==> src/rtl/piso_serializer_if.sv <==
// Word-in / bit-out link bundle between a word producer, the serializer and the serial wire.
// The producer-side modport drives the word and the bit-rate enable; the serializer drives the wire.
interface piso_serializer_if #(
  parameter int WIDTH = 4
);
  logic [WIDTH-1:0] pdata;
  logic             load_valid;
  logic             load_ready;
  logic             shift_en;
  logic             sd;
  logic             sd_valid;
  logic             last;
  logic             busy;
  logic             done;

  modport master (
    output pdata, load_valid, shift_en,
    input  load_ready, sd, sd_valid, last, busy, done
  );

  modport slave (
    input  pdata, load_valid, shift_en,
    output load_ready, sd, sd_valid, last, busy, done
  );
endinterface

==> src/rtl/piso_serializer.sv <==
// PISO transmitter: first bit on sd the cycle after a load handshake, one bit per shift_en cycle.
// Backpressure: load_ready only in IDLE or while the final bit is consumed, so words stream gap-free.
module piso_serializer #(
  parameter int WIDTH     = 4,
  parameter int MSB_FIRST = 0
) (
  input  logic              clk,
  input  logic              rst,
  piso_serializer_if.slave  bus
);

  localparam int CW = $clog2(WIDTH);
  localparam logic [CW-1:0] CNT_LAST = CW'(WIDTH - 1);

  typedef enum logic {
    IDLE  = 1'b0,
    SHIFT = 1'b1
  } state_e;

  state_e           state_q, state_d;
  logic [WIDTH-1:0] shreg_q, shreg_d;
  logic [CW-1:0]    cnt_q, cnt_d;
  logic             sd_q, sd_d;
  logic             sd_valid_q, sd_valid_d;
  logic             done_q, done_d;

  logic             at_last;
  logic             load_ready;
  logic             load_hs;

  function automatic logic first_bit(input logic [WIDTH-1:0] w);
    return (MSB_FIRST != 0) ? w[WIDTH-1] : w[0];
  endfunction

  // Ready never looks at pdata, keeping the data path free of combinational loops.
  assign at_last    = (state_q == SHIFT) && (cnt_q == CNT_LAST);
  assign load_ready = !rst && ((state_q == IDLE) || (at_last && bus.shift_en));
  assign load_hs    = bus.load_valid && load_ready;

  always_comb begin
    state_d    = state_q;
    shreg_d    = shreg_q;
    cnt_d      = cnt_q;
    sd_d       = sd_q;
    sd_valid_d = sd_valid_q;
    done_d     = 1'b0;

    unique case (state_q)
      IDLE: begin
        if (load_hs) begin
          state_d    = SHIFT;
          shreg_d    = bus.pdata;
          cnt_d      = '0;
          sd_d       = first_bit(bus.pdata);
          sd_valid_d = 1'b1;
        end else begin
          sd_d       = 1'b0;
          sd_valid_d = 1'b0;
        end
      end

      SHIFT: begin
        if (bus.shift_en) begin
          if (cnt_q != CNT_LAST) begin
            cnt_d = cnt_q + CW'(1);
            if (MSB_FIRST != 0) begin
              shreg_d = {shreg_q[WIDTH-2:0], 1'b0};
              sd_d    = shreg_q[WIDTH-2];
            end else begin
              shreg_d = {1'b0, shreg_q[WIDTH-1:1]};
              sd_d    = shreg_q[1];
            end
          end else begin
            done_d = 1'b1;
            if (load_hs) begin
              shreg_d    = bus.pdata;
              cnt_d      = '0;
              sd_d       = first_bit(bus.pdata);
              sd_valid_d = 1'b1;
            end else begin
              state_d    = IDLE;
              cnt_d      = '0;
              sd_d       = 1'b0;
              sd_valid_d = 1'b0;
            end
          end
        end
      end
    endcase
  end

  always_ff @(posedge clk) begin
    if (rst) begin
      state_q    <= IDLE;
      shreg_q    <= '0;
      cnt_q      <= '0;
      sd_q       <= 1'b0;
      sd_valid_q <= 1'b0;
      done_q     <= 1'b0;
    end else begin
      state_q    <= state_d;
      shreg_q    <= shreg_d;
      cnt_q      <= cnt_d;
      sd_q       <= sd_d;
      sd_valid_q <= sd_valid_d;
      done_q     <= done_d;
    end
  end

  assign bus.load_ready = load_ready;
  assign bus.sd         = sd_q;
  assign bus.sd_valid   = sd_valid_q;
  assign bus.last       = at_last;
  assign bus.busy       = (state_q == SHIFT);
  assign bus.done       = done_q;

endmodule

==> src/flat_wrapper.sv <==
// flat-port wrapper written by rule: the top's interface ports become plain ports
module piso_serializer_flat 
#(
  parameter int WIDTH     = 4,
  parameter int MSB_FIRST = 0
)
  (clk, rst, bus_pdata, bus_load_valid, bus_shift_en, bus_load_ready, bus_sd, bus_sd_valid, bus_last, bus_busy, bus_done);
  piso_serializer_if #(.WIDTH(WIDTH)) bus_i ();
  input  logic clk;
  input  logic rst;
  input wire logic [$bits(bus_i.pdata)-1:0] bus_pdata;
  input wire logic [$bits(bus_i.load_valid)-1:0] bus_load_valid;
  input wire logic [$bits(bus_i.shift_en)-1:0] bus_shift_en;
  output wire logic [$bits(bus_i.load_ready)-1:0] bus_load_ready;
  output wire logic [$bits(bus_i.sd)-1:0] bus_sd;
  output wire logic [$bits(bus_i.sd_valid)-1:0] bus_sd_valid;
  output wire logic [$bits(bus_i.last)-1:0] bus_last;
  output wire logic [$bits(bus_i.busy)-1:0] bus_busy;
  output wire logic [$bits(bus_i.done)-1:0] bus_done;
  assign bus_i.pdata = bus_pdata;
  assign bus_i.load_valid = bus_load_valid;
  assign bus_i.shift_en = bus_shift_en;
  assign bus_load_ready = bus_i.load_ready;
  assign bus_sd = bus_i.sd;
  assign bus_sd_valid = bus_i.sd_valid;
  assign bus_last = bus_i.last;
  assign bus_busy = bus_i.busy;
  assign bus_done = bus_i.done;
  piso_serializer #(.WIDTH(WIDTH), .MSB_FIRST(MSB_FIRST)) u_core (.clk(clk), .rst(rst), .bus(bus_i));
endmodule
==> config.mk <==
export PLATFORM = sky130hd
export DESIGN_NAME = piso_serializer_flat
export DESIGN_NICKNAME = d
export VERILOG_FILES = /design/src/rtl/piso_serializer_if.sv /design/src/rtl/piso_serializer.sv /design/src/flat_wrapper.sv
export SDC_FILE = /design/constraint.sdc
export NUM_CORES = 1
export LEC_CHECK = 0
export CORE_MARGIN = 4
export CORE_UTILIZATION = 30
export CTS_BUF_LIST = sky130_fd_sc_hd__clkbuf_4 sky130_fd_sc_hd__clkbuf_8 sky130_fd_sc_hd__clkbuf_16
export DETAILED_ROUTE_END_ITERATION = 8
export SKIP_LAST_GASP = 1
export SYNTH_ARGS = -nofsm -noshare
export SYNTH_HDL_FRONTEND = slang
export SYNTH_SLANG_ARGS = --single-unit
==> constraint.sdc <==
create_clock -name clk -period 2.3 [get_ports clk]
set_clock_uncertainty 0.15 [all_clocks]
set_input_delay 0.23 -clock clk [delete_from_list [all_inputs] [get_ports clk]]
set_output_delay 0.23 -clock clk [all_outputs]
set_load 0.005 [all_outputs]
==> summary.txt <==
Slew HR - 73.64%
CTS sink cnt - 9
final worst path period need - 2044 ps
remaining antenna violation count - 0
Int Pwr - 283.3 uW
die width - 47.65 um
# nets final - 78
post-route insts no fill - 84
Pins Over Slew Limit - 0
part of the power in combinational logic - 17.6%
fin worst setup slack - 255.7 ps
Synth area leader - dfxtp_1
mean routed wirelength per cell - 11.58 um
Post CTS Setup Buffer Count - 0
TritonRoute pass-1 iters - 3
worst min path class - flip-flop to flip-flop
Layout Area Growth over Synthesis - 37.40%
Die Area - 2271 um2
crit path max fanout - 9
Port Buf Inserts - 13
TritonCTS Buffers - 3
initial core utilization - 31.68%
clk slew on worst S/H paths - 60 ps
VDD IR max - 0.0004572 V
Leakage Power - 0.0002558 uW
Distinct cells, synth - 27
Worst-Margin Slew - 394.2 ps
Yosys Warn Count - 0
number of synthesized flops with an enable pin - 0
largest net degree at the start of global routing - 14
total of max-cap violations - 0
ys flop type - dfxtp_1
All-Layer GR Usage - 10.90%
Seq/Total Area, Yosys - 38.20%
HPWL after detailed placement - 724.5 um
area share of the largest cell type after synthesis - 38.20%
required time worst endpoint - 1920 ps
Final setup viols - 0
initial DRC count - 2
Rows - 14
final hold vios - 0
GP Congestion - 0.7530
Switch Pwr - 88.03 uW
Worst EP arrival - 1660 ps
status - complete, no violations
setup TNS - 0 ps
FFs w/ async S/R, synth - 0%
routed wire length - 973 um
post-cts resize count - 0
Post-Syn Area per Cell - 8.900 um2
ANT cells - 0
PD cells - 573.0 nW/um2
vias per cell - 5.060
Mapped Area - 471.7 um2
IO Pins - 14
first-pass GRT wire length - 1656 um
GRT Residual Overflow - 0
CTS Root Cell - clkbuf_4
initial antenna violation count - 0
RSZ-0062 raised after global routing - no
CTS tree - yes
core outline area - 1489 um2
Die H - 47.65 um
f_max - 489.2 MHz
critical path startpoint category - flip-flop
synthesis-stage register bit count - 9
clock share of power - 35.3%
CP Capture Type - output port
Via Count - 425
layout cells sized above 1 - 14.71%
vias in the first global route - 370
Cells after Synth - 53
dpl cells - 80
dpl ws - 363.8 ps
switching part of the total - 23.71%
CTS Hold Bufs - 0
Final period util - 88.88%
H-Tree Depth - 1
WS Path Type - flip-flop to output port
Remaining DRCs - 0
clk buf depth - 2
final core utilization - 43.53%
largest cells by area after synthesis - dfxtp_1 38%, mux2i_1 6.4%, nor2_1 6.4%
Synth Net Count - 62
Skew-Pair Late Insertion Delay - 260 ps
Seq pwr share - 47.1%
-- power groups by stage --
| stage | combinational [uW] | sequential (uW) | clock [uW] |
|---|---|---|---|
| final | 65.3 | 175 | 131 |
| after global routing | 73.9 | 176 | 150 |
| after CTS | 65.6 | 175 | 138 |
| after detailed placement | 65.2 | 178 | 0 |
| after global placement | 65.3 | 178 | 0 |
| after floorplan | 39.2 | 174 | 0 |
-- synthesized netlist by cell type, types with 2 or more instances --
library cell / count
buf_2: 2
nor2_1: 8
a21oi_1: 4
o21ai_0: 4
dfxtp_1: 9
inv_1: 2
mux2i_1: 3
nand2b_1: 2
-- worst paths after layout --
path / startpoint / end / slack [ps] / depth (start not counted)
worst max register to register: u_core.cnt_q[0]$_SDFFE_PP0P_ / u_core.shreg_q[2]$_SDFFE_PP0P_ / 740 / 4
worst min-delay path: u_core.cnt_q[1]$_SDFFE_PP0P_ / u_core.cnt_q[1]$_SDFFE_PP0P_ / 340 / 2
worst max-delay path: u_core.cnt_q[0]$_SDFFE_PP0P_ / bus_load_ready / 260 / 4
worst min register to register: u_core.cnt_q[1]$_SDFFE_PP0P_ / u_core.cnt_q[1]$_SDFFE_PP0P_ / 340 / 2
-- sequential cells by signal, summed over array words and instances (netlist names) --
register / flops
u_core.shreg_q: 3
u_core.bus.done: 1
u_core.bus.sd: 1
u_core.bus.sd_valid: 1
u_core.cnt_q: 2
u_core.bus.busy: 1
-- stage by stage --
stage | cell area (um2) | hold slack, ps | power, uW
floorplan | 471.7 | 307.8 | 213.4
detailed placement | 618.1 | 334.7 | 243.2
finish | 648.1 | 338.2 | 371.4
global placement | 618.1 | 332.6 | 243.2
CTS | 648.1 | 348.3 | 378.5
global route | 648.1 | 378.9 | 399.9
-- layout make-up --
class                   instances  area, um2
repair buffers                 15      145.1
flip-flops and latches          9      180.2
multi-input cells              38      265.3
well taps                      16      20.02
fillers                       153      840.8
clock buffers                   4      30.03
inverters                       2      7.507
-- cell families (layout without fill, tap and decap cells) --
| logic type | after synthesis | count (layout) | synth area share [%] |
|---|---|---|---|
| DFF | 9 | 9 | 38.20 |
| buffers and inverters | 6 | 21 | 5.569 |
| muxes | 3 | 3 | 6.366 |
| adders and majority gates | 1 | 1 | 2.652 |
| AOI/OAI and AO/OA | 15 | 15 | 23.34 |
| and+or+nand+nor | 19 | 19 | 23.88 |
-- layer usage --
layer	vias to the layer above	track usage, %	wire length (um)
met5	-	0	0
met4	0	4.839	18
met3	4	7.143	77
met2	9	13.37	400
met1	186	14.57	477
li1	226	-	-
-- cell usage in the layout, fill, tap and decap left out, types with 2 or more instances in the layout --
cell             instances
nor2_1                   8
nand2b_1                 2
mux2i_1                  3
buf_4                    2
a21oi_1                  4
o21ai_0                  4
dfxtp_1                  9
inv_1                    2
clkbuf_4                 4
clkdlybuf4s50_1         13
-- critical path, stage by stage, from the launching register on --
cell and delay, ps:
dfxtp_1 350, ha_1 320, a21boi_2 120, nor2_1 110
clkdlybuf4s50_1 510
Power figures use the tool's default switching activity.
